--- src/rtl/instruction_dispatcher_pkg.sv ---
// ISA types shared by the dispatcher, its register bank and the ALU.
// Dispatcher-specific additions: FSM state enum, HALT bit position, decode helper.
package instruction_dispatcher_pkg;

    localparam int MEMORY_ADDRESS_WIDTH = 8;
    localparam int MEMORY_DATA_WIDTH    = 16;
    localparam int REGISTER_SIZE        = 32;
    localparam int REGISTER_BANK_SIZE   = 16;
    localparam int REG_ADDR_WIDTH       = $clog2(REGISTER_BANK_SIZE);

    typedef enum logic [2:0] {
        ADD = 3'd0,
        AND = 3'd1,
        OR  = 3'd2,
        MUL = 3'd3,
        SHL = 3'd4,
        SHR = 3'd5,
        LW  = 3'd6,
        SW  = 3'd7
    } Operation;

    typedef struct packed {
        Operation                  op_code;
        logic [REG_ADDR_WIDTH-1:0] rs_1;
        logic [REG_ADDR_WIDTH-1:0] rs_2;
        logic [REG_ADDR_WIDTH-1:0] rd;
    } Instruction;

    typedef struct packed {
        logic [REGISTER_SIZE-1:0] op_2;
        logic [REGISTER_SIZE-1:0] op_1;
        Operation                 op_code;
    } AluPacket;

    typedef enum logic [3:0] {
        IDLE, FETCH, DECODE, ISSUE, WAIT_RESULT,
        MEM_ACCESS, MEM_WAIT, WRITEBACK, HALTED
    } DispatcherState;

    localparam int HALT_BIT          = 15;
    localparam int INSTRUCTION_WIDTH = $bits(Instruction);

    function automatic logic is_alu_op(Operation op);
        return !(op == LW || op == SW);
    endfunction

endpackage

--- src/rtl/instruction_dispatcher_if.sv ---
// Shared memory port plus ALU valid/ready channel seen by the dispatcher.
interface instruction_dispatcher_if;
    import instruction_dispatcher_pkg::*;

    logic [MEMORY_ADDRESS_WIDTH-1:0] mem_addr;
    logic                            mem_read;
    logic                            mem_write;
    logic [MEMORY_DATA_WIDTH-1:0]    mem_wr_data;
    logic [MEMORY_DATA_WIDTH-1:0]    mem_rd_data;
    AluPacket                        alu_packet;
    logic                            alu_valid;
    logic                            alu_ready;
    logic [REGISTER_SIZE-1:0]        alu_result;
    logic                            alu_result_valid;

    modport master (
        output mem_addr, mem_read, mem_write, mem_wr_data, alu_packet, alu_valid,
        input  mem_rd_data, alu_ready, alu_result, alu_result_valid
    );

    modport slave (
        input  mem_addr, mem_read, mem_write, mem_wr_data, alu_packet, alu_valid,
        output mem_rd_data, alu_ready, alu_result, alu_result_valid
    );

endinterface

--- src/rtl/instruction_dispatcher_register_bank.sv ---
// 16x32 register file: two asynchronous read ports, one synchronous write port.
module register_bank
    import instruction_dispatcher_pkg::*;
(
    input  logic                      clock,
    input  logic                      reset,
    input  logic [REG_ADDR_WIDTH-1:0] rd_addr_a,
    input  logic [REG_ADDR_WIDTH-1:0] rd_addr_b,
    output logic [REGISTER_SIZE-1:0]  rd_data_a,
    output logic [REGISTER_SIZE-1:0]  rd_data_b,
    input  logic                      wr_en,
    input  logic [REG_ADDR_WIDTH-1:0] wr_addr,
    input  logic [REGISTER_SIZE-1:0]  wr_data
);

    logic [REGISTER_BANK_SIZE-1:0][REGISTER_SIZE-1:0] regs;

    always_ff @(posedge clock or posedge reset) begin
        if (reset)
            regs <= '0;
        else if (wr_en)
            regs[wr_addr] <= wr_data;
    end

    assign rd_data_a = regs[rd_addr_a];
    assign rd_data_b = regs[rd_addr_b];

endmodule

--- src/rtl/instruction_dispatcher.sv ---
// Fetch/decode/issue front end: runs ALU ops through the external ALU,
// executes LW/SW locally on the shared memory port.
module instruction_dispatcher
    import instruction_dispatcher_pkg::*;
#(
    parameter logic [MEMORY_ADDRESS_WIDTH-1:0] RESET_PC = 8'h00
) (
    input  logic                            clock,
    input  logic                            reset,
    input  logic                            start,
    instruction_dispatcher_if.master        bus,
    output logic [MEMORY_ADDRESS_WIDTH-1:0] pc,
    output logic                            busy,
    output logic                            halted
);

    DispatcherState                  state;
    Instruction                      ir;
    Instruction                      fetched;
    logic [REGISTER_SIZE-1:0]        result_q;
    logic [REG_ADDR_WIDTH-1:0]       rd_addr_a, rd_addr_b;
    logic [REGISTER_SIZE-1:0]        rd_data_a, rd_data_b;
    logic [MEMORY_ADDRESS_WIDTH-1:0] next_pc;

    assign fetched = Instruction'(bus.mem_rd_data[INSTRUCTION_WIDTH-1:0]);
    assign next_pc = pc + 8'd1;

    // Operands come straight off the memory bus in DECODE so the packet can
    // be registered on the DECODE edge; later states read through ir.
    always_comb begin
        rd_addr_a = ir.rs_1;
        rd_addr_b = ir.rs_2;
        if (state == DECODE) begin
            rd_addr_a = fetched.rs_1;
            rd_addr_b = fetched.rs_2;
        end
    end

    register_bank u_bank (
        .clock     (clock),
        .reset     (reset),
        .rd_addr_a (rd_addr_a),
        .rd_addr_b (rd_addr_b),
        .rd_data_a (rd_data_a),
        .rd_data_b (rd_data_b),
        .wr_en     (state == WRITEBACK),
        .wr_addr   (ir.rd),
        .wr_data   (result_q)
    );

    always_ff @(posedge clock or posedge reset) begin
        if (reset) begin
            state           <= IDLE;
            pc              <= RESET_PC;
            ir              <= '0;
            result_q        <= '0;
            busy            <= 1'b0;
            halted          <= 1'b0;
            bus.mem_addr    <= '0;
            bus.mem_read    <= 1'b0;
            bus.mem_write   <= 1'b0;
            bus.mem_wr_data <= '0;
            bus.alu_packet  <= '0;
            bus.alu_valid   <= 1'b0;
        end else begin
            bus.mem_read  <= 1'b0;
            bus.mem_write <= 1'b0;
            case (state)
                IDLE, HALTED: if (start) begin
                    state        <= FETCH;
                    pc           <= RESET_PC;
                    bus.mem_addr <= RESET_PC;
                    bus.mem_read <= 1'b1;
                    busy         <= 1'b1;
                    halted       <= 1'b0;
                end
                FETCH: state <= DECODE;
                DECODE: begin
                    ir <= fetched;
                    if (bus.mem_rd_data[HALT_BIT]) begin
                        state  <= HALTED;
                        busy   <= 1'b0;
                        halted <= 1'b1;
                    end else if (is_alu_op(fetched.op_code)) begin
                        state          <= ISSUE;
                        bus.alu_valid  <= 1'b1;
                        bus.alu_packet <= '{op_2: rd_data_b, op_1: rd_data_a,
                                            op_code: fetched.op_code};
                    end else begin
                        state        <= MEM_ACCESS;
                        bus.mem_addr <= rd_data_a[MEMORY_ADDRESS_WIDTH-1:0];
                        if (fetched.op_code == SW) begin
                            bus.mem_write   <= 1'b1;
                            bus.mem_wr_data <= rd_data_b[MEMORY_DATA_WIDTH-1:0];
                        end else begin
                            bus.mem_read <= 1'b1;
                        end
                    end
                end
                ISSUE: if (bus.alu_ready) begin
                    bus.alu_valid <= 1'b0;
                    state         <= WAIT_RESULT;
                end
                WAIT_RESULT: if (bus.alu_result_valid) begin
                    result_q <= bus.alu_result;
                    state    <= WRITEBACK;
                end
                MEM_ACCESS: begin
                    if (ir.op_code == SW) begin
                        pc           <= next_pc;
                        bus.mem_addr <= next_pc;
                        bus.mem_read <= 1'b1;
                        state        <= FETCH;
                    end else begin
                        state <= MEM_WAIT;
                    end
                end
                MEM_WAIT: begin
                    result_q <= {{(REGISTER_SIZE-MEMORY_DATA_WIDTH){1'b0}}, bus.mem_rd_data};
                    state    <= WRITEBACK;
                end
                WRITEBACK: begin
                    pc           <= next_pc;
                    bus.mem_addr <= next_pc;
                    bus.mem_read <= 1'b1;
                    state        <= FETCH;
                end
                default: state <= IDLE;
            endcase
        end
    end

endmodule

--- src/flat_wrapper.sv ---
// flat-port wrapper written by rule: the top's interface ports become plain ports
module instruction_dispatcher_flat import instruction_dispatcher_pkg::*;
#(
    parameter logic [MEMORY_ADDRESS_WIDTH-1:0] RESET_PC = 8'h00
)
  (clock, reset, start, pc, busy, halted, bus_mem_addr, bus_mem_read, bus_mem_write, bus_mem_wr_data, bus_alu_packet, bus_alu_valid, bus_mem_rd_data, bus_alu_ready, bus_alu_result, bus_alu_result_valid);
  instruction_dispatcher_if bus_i ();
  input  logic clock;
  input  logic reset;
  input  logic start;
  output logic [MEMORY_ADDRESS_WIDTH-1:0] pc;
  output logic busy;
  output logic halted;
  output wire logic [$bits(bus_i.mem_addr)-1:0] bus_mem_addr;
  output wire logic [$bits(bus_i.mem_read)-1:0] bus_mem_read;
  output wire logic [$bits(bus_i.mem_write)-1:0] bus_mem_write;
  output wire logic [$bits(bus_i.mem_wr_data)-1:0] bus_mem_wr_data;
  output wire logic [$bits(bus_i.alu_packet)-1:0] bus_alu_packet;
  output wire logic [$bits(bus_i.alu_valid)-1:0] bus_alu_valid;
  input wire logic [$bits(bus_i.mem_rd_data)-1:0] bus_mem_rd_data;
  input wire logic [$bits(bus_i.alu_ready)-1:0] bus_alu_ready;
  input wire logic [$bits(bus_i.alu_result)-1:0] bus_alu_result;
  input wire logic [$bits(bus_i.alu_result_valid)-1:0] bus_alu_result_valid;
  assign bus_mem_addr = bus_i.mem_addr;
  assign bus_mem_read = bus_i.mem_read;
  assign bus_mem_write = bus_i.mem_write;
  assign bus_mem_wr_data = bus_i.mem_wr_data;
  assign bus_alu_packet = bus_i.alu_packet;
  assign bus_alu_valid = bus_i.alu_valid;
  assign bus_i.mem_rd_data = bus_mem_rd_data;
  assign bus_i.alu_ready = bus_alu_ready;
  assign bus_i.alu_result = bus_alu_result;
  assign bus_i.alu_result_valid = bus_alu_result_valid;
  instruction_dispatcher #(.RESET_PC(RESET_PC)) u_core (.clock(clock), .reset(reset), .start(start), .bus(bus_i), .pc(pc), .busy(busy), .halted(halted));
endmodule
--- config.mk ---
export PLATFORM = sky130hd
export DESIGN_NAME = instruction_dispatcher_flat
export DESIGN_NICKNAME = d
export VERILOG_FILES = /design/src/rtl/instruction_dispatcher_pkg.sv /design/src/rtl/instruction_dispatcher_if.sv /design/src/rtl/instruction_dispatcher_register_bank.sv /design/src/rtl/instruction_dispatcher.sv /design/src/flat_wrapper.sv
export SDC_FILE = /design/constraint.sdc
export NUM_CORES = 2
export LEC_CHECK = 0
export ABC_AREA = 1
export CORE_MARGIN = 3
export CORE_UTILIZATION = 55
export CTS_CLUSTER_SIZE = 28
export DETAILED_ROUTE_END_ITERATION = 7
export PLACE_DENSITY = 0.75
export SETUP_SLACK_MARGIN = 0.3
export SLEW_MARGIN = 20
export SYNTH_ARGS = -nofsm -noshare
export SYNTH_HDL_FRONTEND = slang
export SYNTH_SLANG_ARGS = --single-unit
--- constraint.sdc ---
create_clock -name clock -period 27.8 [get_ports clock]
set_clock_uncertainty 0.1 [all_clocks]
set_input_delay 8.34 -clock clock [delete_from_list [all_inputs] [get_ports clock]]
set_output_delay 8.34 -clock clock [all_outputs]
set_load 0.1 [all_outputs]
==> results.json <==
{
  "gp_congestion": 0.8610,
  "rr_startpoint": "u_core.state[1]$_DFFE_PP0P_",
  "ios": 157,
  "drive_above_1_share": 0.05096,
  "maxSlewHeadroom": 0.2101,
  "netlist.area_leader.share": 0.4813,
  "layout.nets": 4512,
  "ys_seq_area_frac": 0.4813,
  "r2r_end": "u_core.bus.alu_packet[49]$_DFFE_PP0P_",
  "power_frac_comb": 0.544,
  "root_buffer": "clkbuf_16",
  "clk_pin_slew_ns": 0.06,
  "ys_async_sr_fraction": 1.000,
  "start_kind": "primary input",
  "synth_cells": 4546,
  "antenna_found_initial": 2,
  "nFillCells": 5484,
  "dieWidth_um": 257.1,
  "core_sq_mm": 0.06205,
  "final_common_cell": "nand2_1",
  "post_synth_and_or_nand_nor_area_fraction": 0.2565,
  "rsz0062_at_grt": "no",
  "crit_top_cell": "nand3_1",
  "crit_path_max_fanout": 155,
  "p_switching_mw": 2.840,
  "grtUsageMet3": 0.08690,
  "critical_path_class": "in -> reg",
  "synth_compound_area_frac": 0.1734,
  "period_share": 0.4283,
  "synthAdderAreaFrac": 0.0003608,
  "hpwlAfterDp_um": 59720,
  "area_delta_synth_final_pct": 11.93,
  "viasPerCell": 6.062,
  "utilization": 0.6256,
  "p_clk_frac": 0.186,
  "synth_cell_types": 37,
  "postSynthAreaPerCell_sq_um": 7.629,
  "h-tree-depth": 3,
  "end_kind": "register",
  "grt_busiest_layer": "met2",
  "path_cells": "clkdlybuf4s50_1, inv_1, nand3_1, nand2_8, buf_4, nand2_1, nand3_1, nand3_1, nand3_1, nand3_1, a21oi_1",
  "place_inst": 5220,
  "clock_latency_ns": 0.62,
  "cts_buffer_depth": 3,
  "remaining_drc_errors": 0,
  "synthFlopType": "dfrtp_1",
  "grt_pass1_wl_um": 176500,
  "syn_area_sq_mm": 0.03468,
  "num_vias": 32440,
  "yosys-top-cells-area": "dfrtp_1 48%, nand2_1 16%, o211ai_1 8.5%",
  "synth_edf_count": 0,
  "synth_nets": 4600,
  "track_usage": 0.3405,
  "leakage_nw": 17.68,
  "r2r_cells": 14,
  "p_sw_frac": 0.5157,
  "post-route-min-period_ns": 11.91,
  "drt_pass1_iterations": 8,
  "cts_hold_buffers": 0,
  "cts_buffers": 73,
  "crit_required_ns": 28.25,
  "synth_warnings": 0,
  "start_util": 0.5589,
  "pwr-share-seq": 0.270,
  "synth-seq-cells": 667,
  "tns_ns": 0,
  "slowest_stage": "nand2_8",
  "hp-class": "reg -> reg",
  "rows": 91,
  "p_per_area_mw_per_mm2": 141.9,
  "cap_viol_max_count": 0,
  "drt-initial-drc-count": 4408,
  "use_met1": 0.4804,
  "fin_cells": 5352,
  "critPathMaxStageDelay_ns": 1.00,
  "cts_sinks": 667,
  "max_slew.worst_pin.slew_ns": 1.185,
  "ant_nets": 0,
  "grt_pass1_vias": 30310,
  "drv_slew": 0,
  "setup_violations": 0,
  "die_h_um": 257.1,
  "synthMuxAreaShare": 0.001299,
  "startpoint": "bus_mem_rd_data[8]",
  "rrSetupSlack_ns": 23.04,
  "gr-total-overflow": 0,
  "cts.repair.resized": 0,
  "synth_top_family_by_area": "simple AND/OR/NAND/NOR gates",
  "port_buffers": 156,
  "arrival_ns": 12.35,
  "crit_path_end": "u_core.bus.mem_addr[1]$_DFFE_PP0P_",
  "cts_setup_buffers": 0,
  "finalHoldViolCount": 0,
  "cts_tree": "yes",
  "die_area_sq_mm": 0.06611,
  "synth_xor_area_frac": 0.0002525,
  "met2_usage": 0.5106,
  "wl_per_cell_um": 21.23,
  "grt_max_degree": 168,
  "status": "finished clean",
  "final_cell_mix": "1474 x nand2_1, 667 x dfrtp_1, 577 x nand3_1, 527 x o21ai_0, 392 x o211ai_1",
  "drt_wl_total_um": 113600,
  "p_int_mw": 2.667,
  "peakVddDrop_mv": 0.09738,
  "clock.fmax_ghz": 0.08399,
  "yosysTopAreaCell": "dfrtp_1"
}
==> worst min-delay path by stage <==
stage / startpoint / to / slack [ns] / cells after the start
3_5_place_dp: u_core.bus.alu_packet[61]$_DFFE_PP0P_ / u_core.bus.alu_packet[61]$_DFFE_PP0P_ / 0.36 / 2
6_report: u_core.bus.alu_packet[61]$_DFFE_PP0P_ / u_core.bus.alu_packet[61]$_DFFE_PP0P_ / 0.38 / 2
2_1_floorplan: u_core.ir[12]$_DFFE_PP0P_ / u_core.ir[12]$_DFFE_PP0P_ / 0.35 / 2
5_1_grt: u_core.bus.alu_packet[3]$_DFFE_PP0P_ / u_core.bus.alu_packet[3]$_DFFE_PP0P_ / 0.40 / 2
4_1_cts: u_core.bus.alu_packet[61]$_DFFE_PP0P_ / u_core.bus.alu_packet[61]$_DFFE_PP0P_ / 0.38 / 2
3_3_place_gp: u_core.bus.alu_packet[61]$_DFFE_PP0P_ / u_core.bus.alu_packet[61]$_DFFE_PP0P_ / 0.36 / 2
==> flip-flops by register name, summed over array words and instances (netlist names), 4 cells and up <==
register and count:
u_core.pc 8, u_core.ir 15, u_core.bus.alu_packet 67, u_core.state 4, u_core.u_bank.regs 512, u_core.bus.mem_addr 8
u_core.result_q 32, u_core.bus.mem_wr_data 16
==> layer usage <==
metal	vias to the layer above	wire length [um]	part of all wire
met3	304	14080	0.12
met1	15290	46350	0.41
met5	-	0	0
met2	1901	49280	0.43
met4	0	3932	0.035
li1	14950	-	-
==> logic make-up (layout without fill, tap and decap cells) <==
family                     count (synthesis)  in the layout
and+or+nand+nor                         2133           2133
xor gates and xnor gates                   1              1
other                                      0              2
muxes                                      4              4
adders and majority gates                  1              1
AOI/OAI and AO/OA                        999            999
DFF                                      667            667
buffers and inverters                    741            708
==> worst max-delay path: cells and delay by family <==
kind | cells | cell delay (ns)
AO/OA/AOI/OAI | 1 | 0.14
buffers and inverters | 3 | 1.52
AND/OR/NAND/NOR | 7 | 2.23
==> Yosys cell counts, types with 10 or more instances <==
library cell,instances
inv_1,359
clkbuf_1,211
buf_4,11
dfrtp_1,667
a21oi_1,13
buf_2,141
o21ai_1,55
nand2_1,1483
inv_2,10
o21ai_0,527
nor2_1,39
o211ai_1,392
nand3_1,577
==> metrics by stage <==
step | instance area, sq um | hold slack (ns) | worst slack [ns] | power (mW)
final | 38820 | 0.3758 | 15.89 | 5.508
after floorplan | 34680 | 0.3527 | 0.6655 | 3.616
after global placement | 36300 | 0.3613 | 15.50 | 4.358
after detailed placement | 36300 | 0.3639 | 15.46 | 4.408
after global routing | 38810 | 0.3957 | 15.72 | 5.829
after CTS | 38810 | 0.3796 | 16.09 | 5.449
==> power groups by stage <==
stage	registers [mW]	clock network [mW]	logic (mW)
after global routing	1.52	1.07	3.24
after global placement	1.48	0	2.87
after detailed placement	1.49	0	2.92
final	1.49	1.03	3.00
after CTS	1.48	1.04	2.93
after floorplan	1.86	0	1.76
==> final cells by class <==
type | count | area (sq um) | area share
Clock inverter | 34 | 425.4 | 0.01096
Timing Repair Buffer | 209 | 1976 | 0.05089
Multi-Input combinational cell | 3138 | 15190 | 0.3914
Antenna cell | 2 | 5.005 | 0.0001289
Inverter | 369 | 1393 | 0.03587
Clock buffer | 96 | 2088 | 0.05380
Tap cell | 837 | 1047 | 0.02698
Sequential cell | 667 | 16690 | 0.4300
No activity file was read; power rests on OpenSTA's default activity.
